`src/rtl/mips_cpu_pkg.sv`:
```
// mips_cpu_pkg: shared CPU datapath types and the data-memory arbiter state
package mips_cpu_pkg;
  typedef logic [31:0] reg_t;
  typedef logic [9:0] dm_addr_t;
  typedef enum logic [1:0] {IDLE, CPU_ACC, DMA_ACC} dm_arb_state_t;
endpackage

```
`src/rtl/dm_arbiter.sv`:
```
// dm_arbiter: shares one data-memory port between the MEM stage and a DMA loader
module dm_arbiter
  import mips_cpu_pkg::*;
#(
  parameter int WAIT_CYCLES  = 1,
  parameter int STARVE_LIMIT = 8
) (
  input  logic     clk,
  input  logic     rst,
  input  logic     cpu_req,
  input  logic     cpu_we,
  input  dm_addr_t cpu_addr,
  input  reg_t     cpu_wdata,
  output reg_t     cpu_rdata,
  output logic     cpu_stall,
  input  logic     dma_req,
  input  logic     dma_we,
  input  dm_addr_t dma_addr,
  input  reg_t     dma_wdata,
  output reg_t     dma_rdata,
  output logic     dma_ack,
  output logic     dm_ce,
  output logic     dm_we,
  output dm_addr_t dm_addr,
  output reg_t     dm_din,
  input  reg_t     dm_dout
);
  localparam int CW = $clog2(WAIT_CYCLES + 1);
  localparam int SW = $clog2(STARVE_LIMIT + 1);
  localparam logic [CW-1:0] LAST = CW'(WAIT_CYCLES - 1);
  localparam logic [SW-1:0] SMAX = SW'(STARVE_LIMIT);
  if (WAIT_CYCLES < 1) begin : g_bad_wait
    $error("dm_arbiter: WAIT_CYCLES must be at least 1");
  end
  dm_arb_state_t   state;
  logic [CW-1:0]   cnt;
  logic [SW-1:0]   starve_cnt;
  logic            fin, dma_win, cpu_win;
  assign fin       = state != IDLE && cnt == LAST;
  assign dma_win   = state == IDLE && dma_req && (starve_cnt == SMAX || !cpu_req);
  assign cpu_win   = state == IDLE && !dma_win && cpu_req;
  assign cpu_stall = cpu_req && !(state == CPU_ACC && fin);
  assign cpu_rdata = state == CPU_ACC && fin ? dm_dout : '0;
  assign dma_ack   = state == DMA_ACC && fin;
  assign dma_rdata = dma_ack ? dm_dout : '0;
  // dm_we/dm_addr/dm_din double as the latched request so the port is glitch-free
  always_ff @(posedge clk or posedge rst)
    if (rst) begin
      state      <= IDLE;
      cnt        <= '0;
      starve_cnt <= '0;
      dm_ce      <= 1'b0;
      dm_we      <= 1'b0;
      dm_addr    <= '0;
      dm_din     <= '0;
    end else begin
      starve_cnt <= !dma_req || dma_win ? '0 : starve_cnt == SMAX ? SMAX : starve_cnt + 1'b1;
      if (dma_win || cpu_win) begin
        state   <= dma_win ? DMA_ACC : CPU_ACC;
        cnt     <= '0;
        dm_ce   <= 1'b1;
        dm_we   <= dma_win ? dma_we : cpu_we;
        dm_addr <= dma_win ? dma_addr : cpu_addr;
        dm_din  <= dma_win ? dma_wdata : cpu_wdata;
      end else if (state != IDLE) begin
        cnt <= cnt + 1'b1;
        if (fin) begin
          state <= IDLE;
          dm_ce <= 1'b0;
          dm_we <= 1'b0;
        end
      end
    end
endmodule

```
`config.mk`:
```
export PLATFORM = sky130hd
export DESIGN_NAME = dm_arbiter
export DESIGN_NICKNAME = d
export VERILOG_FILES = /design/src/rtl/mips_cpu_pkg.sv /design/src/rtl/dm_arbiter.sv
export SDC_FILE = /design/constraint.sdc
export NUM_CORES = 1
export LEC_CHECK = 0
export CAP_MARGIN = 0
export CORE_MARGIN = 5
export CORE_UTILIZATION = 35
export CTS_CLUSTER_SIZE = 10
export DETAILED_ROUTE_END_ITERATION = 16
export PLACE_DENSITY = 0.86
export SLEW_MARGIN = 20
export SYNTH_ARGS = -nofsm -noshare
export SYNTH_HDL_FRONTEND = slang
export SYNTH_SLANG_ARGS = --single-unit
```
`constraint.sdc`:
```
create_clock -name clk -period 5.5 [get_ports clk]
set_input_delay 0.825 -clock clk [delete_from_list [all_inputs] [get_ports clk]]
set_output_delay 0.825 -clock clk [all_outputs]
set_load 0.1 [all_outputs]
```
==> parameters.txt <==
Parameter                              Value

Detailed routing
  Detailed Routing Iterations Pass 1    4
  Detailed-route DRC error count    0
  DRT iter0 DRCs    107
  Total number of vias    2970
  Average wire length per cell after detail routing    19.43 µm
  Met3 Wirelength    1037 µm
  Routed met2 length    5988 µm
  DRT met1 WL    3939 µm
  Aggregate routed wire length    11250 µm
  Per-cell via count in the routed design    5.130
  Top routing layer in use    met4
  Final ANT Viol Nets    0

Finish
  Number of nets in the final layout    600
  Layout filler cell count    606
  Antenna cells    0
  Area of combinational cells with multiple inputs    1384 µm²
  Most common cell after layout, fill and taps aside    sky130_fd_sc_hd__clkdlybuf4s50_1
  Sequential cell area    1276 µm²
  Area growth syn-to-layout    89.02%
  Fraction of final layout cells sized beyond drive strength 1    3.983%
  Most used cells in the layout excluding fill and tap cells    231 x sky130_fd_sc_hd__clkdlybuf4s50_1, 64 x sky130_fd_sc_hd__and2_1, 51 x sky130_fd_sc_hd__dfrtp_1, 44 x sky130_fd_sc_hd__a21boi_0, 43 x sky130_fd_sc_hd__a221o_1

STA
  Minimum clock period after layout    3.505 ns
  Total Neg Setup Slack    0 ns
  Worst Hold Slack    0.5104 ns
  Final Hold Vio Count    0
  Slew of the pin with the lowest slew margin    1.047 ns
  Slew Limit Headroom    29.98%
  Worst Clk Skew    0.006849 ns
  Max frequency    285.3 MHz
  Total setup violations reported at the end of the flow    0
  Fraction of the cycle the final worst path needs    63.72%
  Number of slew-limit violations in the final report    0
  RSZ-0062 raised after global routing    false

Placed design
  Final HPWL from detailed placement    8709 µm
  I/O Buffers    231
  Routability cong.    0.8336

Setup path
  Worst stage delay on the critical path    1.16 ns
  Data required time at the worst endpoint    4.68 ns
  Crit-path cells    clkdlybuf4s50_1 -> inv_1 -> nor2_1 -> clkdlybuf4s50_1
  Max Fanout on Critical Path    3
  Slowest CP cell    sky130_fd_sc_hd__clkdlybuf4s50_1
  Crit path DAT    2.68 ns
  Worst Path Class, Setup    in -> out
  Crit. End Element    output port
  Startpoint kind of the worst setup timing path    primary input
  Crit Reg-Reg Startpoint    starve_cnt[0]$_DFF_PP0_
  Endpoint of the worst register-to-register path    dm_din[2]$_DFFE_PP0P_
  Depth of the worst register-to-register path    6
  Crit-path most repeated cell    sky130_fd_sc_hd__clkdlybuf4s50_1
  Reg-to-reg slack, setup    3.08 ns

Clocking
  Clk sink count    51
  Inserted Clock Buffers    5
  Hold bufs inserted after CTS    0
  Post-cts repair resize count    0
  CTS root buffer    sky130_fd_sc_hd__clkbuf_8
  Worst skew pair latency    0.30 ns
  TritonCTS clock tree    built
  Number of buffers on the longest clock path    2
  Number of setup buffers added after CTS    0
  Register clock-pin slew on the reported worst setup and hold paths    0.09 ns
  Number of H-tree levels    2

Global route
  Number of global-route vias before repair    3376
  Maximum number of pins on one net before global-route repair    52
  Global-route wire length before repair    17450 µm
  Number of antenna violations at the first check in global routing    0
  Overall routing resource usage    22.34%
  Final global-route overflow total    0

Run
  Max-cap violation count    0

Floorplanning
  Die W    99.49 µm
  Total I/O pin count    232
  Area enclosed by the die boundary    9897 µm²
  Area of the placeable core    7767 µm²
  Initial cell density of the core    36.08%
  Count of standard-cell rows    32
  Chip Height    99.49 µm

Hold path
  Worst hold path startpoint    starve_cnt[0]$_DFF_PP0_
  Cell depth of the worst min-delay path    1
  End point of the most critical hold path    starve_cnt[0]$_DFF_PP0_
  Worst hold path type    reg -> reg

Synthesis
  Synthesized Nets    382
  Register area share after synthesis    45.54%
  Synthesized area per cell    10.86 µm²
  Cell area after synthesis    2803 µm²
  Cells after synthesis    258
  Seq cells post-synth    51
  Number of warning messages in the yosys log    0
  Number of library cell types mapped by synthesis    25

Status
  Outcome    completed
-- Yosys cell counts (all sizes together) --
cell type / n / area share, %
a21o: 2 / 0.54
nand3: 1 / 0.18
a2111oi: 1 / 0.98
o211a: 1 / 0.36
nor2: 2 / 0.36
mux2i: 2 / 0.71
dfrtp: 51 / 46
and2: 64 / 14
a21boi: 44 / 12
nand2: 2 / 0.27
or4: 1 / 0.27
ha: 2 / 0.89
inv: 5 / 0.67
nor3b: 4 / 1.1
o21ai: 2 / 0.36
xor2: 1 / 0.31
clkbuf: 17 / 2.3
buf: 9 / 2.5
or2: 1 / 0.22
and3b: 2 / 0.76
a221o: 43 / 15
nor4b: 1 / 0.31
-- how the worst max path moves through the flow --
| stage | start | endpoint | slack (ns) | cells after the start |
|---|---|---|---|---|
| 6_report | cpu_req | cpu_stall | 2.00 | 4 |
| 5_1_grt | state[1]$_DFFE_PP0P_ | dma_rdata[31] | 1.83 | 4 |
| 4_1_cts | state[1]$_DFFE_PP0P_ | dma_rdata[31] | 1.98 | 4 |
| 3_5_place_dp | cpu_req | cpu_stall | 2.00 | 4 |
| 3_3_place_gp | cpu_req | cpu_stall | 1.99 | 4 |
| 2_1_floorplan | state[0]$_DFFE_PP0P_ | dma_rdata[22] | 1.92 | 4 |
-- through the flow --
stage	setup slack, ns	std cells	util, %	cell area [µm²]
3_3_place_gp	1.993	571	66.48	5164
3_5_place_dp	1.996	571	66.48	5164
5_1_grt	1.833	579	68.20	5298
2_1_floorplan	1.922	258	-	2803
4_1_cts	1.976	579	68.19	5296
6_report	1.995	579	68.20	5298
-- layout make-up --
cell class                 count  share of cell area, %
timing repair buffer         237                  44.50
multi-input combinational    176                  26.12
sequential                    51                  24.09
tap                          102                  2.409
clock buffer                   6                  1.370
clock inverter                 2                  1.134
inverter                       5                 0.3779
-- flip-flops by register name (all words and copies together), names as in the netlist --
signal,cells
dm_ce,1
dm_we,1
dm_addr,10
dm_din,32
cnt,1
starve_cnt,4
state,2
-- critical path: cells and delay by family --
family        cells  cell delay (ns)
buf+inv           3             1.74
simple gates      1             0.11
-- cells by family after synthesis --
logic type               Yosys count  share of synthesized area (%)
adder cells (fa/ha/maj)            2                         0.8927
multiplexers                       2                         0.7143
XOR/XNOR                           1                         0.3126
buffers and inverters             31                          5.446
flip-flops                        51                          45.54
AND/OR/NAND/NOR                   78                          17.72
AO/OA/AOI/OAI                     93                          29.38
-- per-layer routing --
| metal | vias to the layer above | global-route usage, % |
|---|---|---|
| met3 | 16 | 7.854 |
| met1 | 1417 | 23.49 |
| met5 | - | 0 |
| li1 | 1389 | - |
| met4 | 0 | 7.248 |
| met2 | 148 | 41.32 |
Power is not shown: default switching activity piles up to over one toggle a cycle in this logic, so the estimate is an artifact.
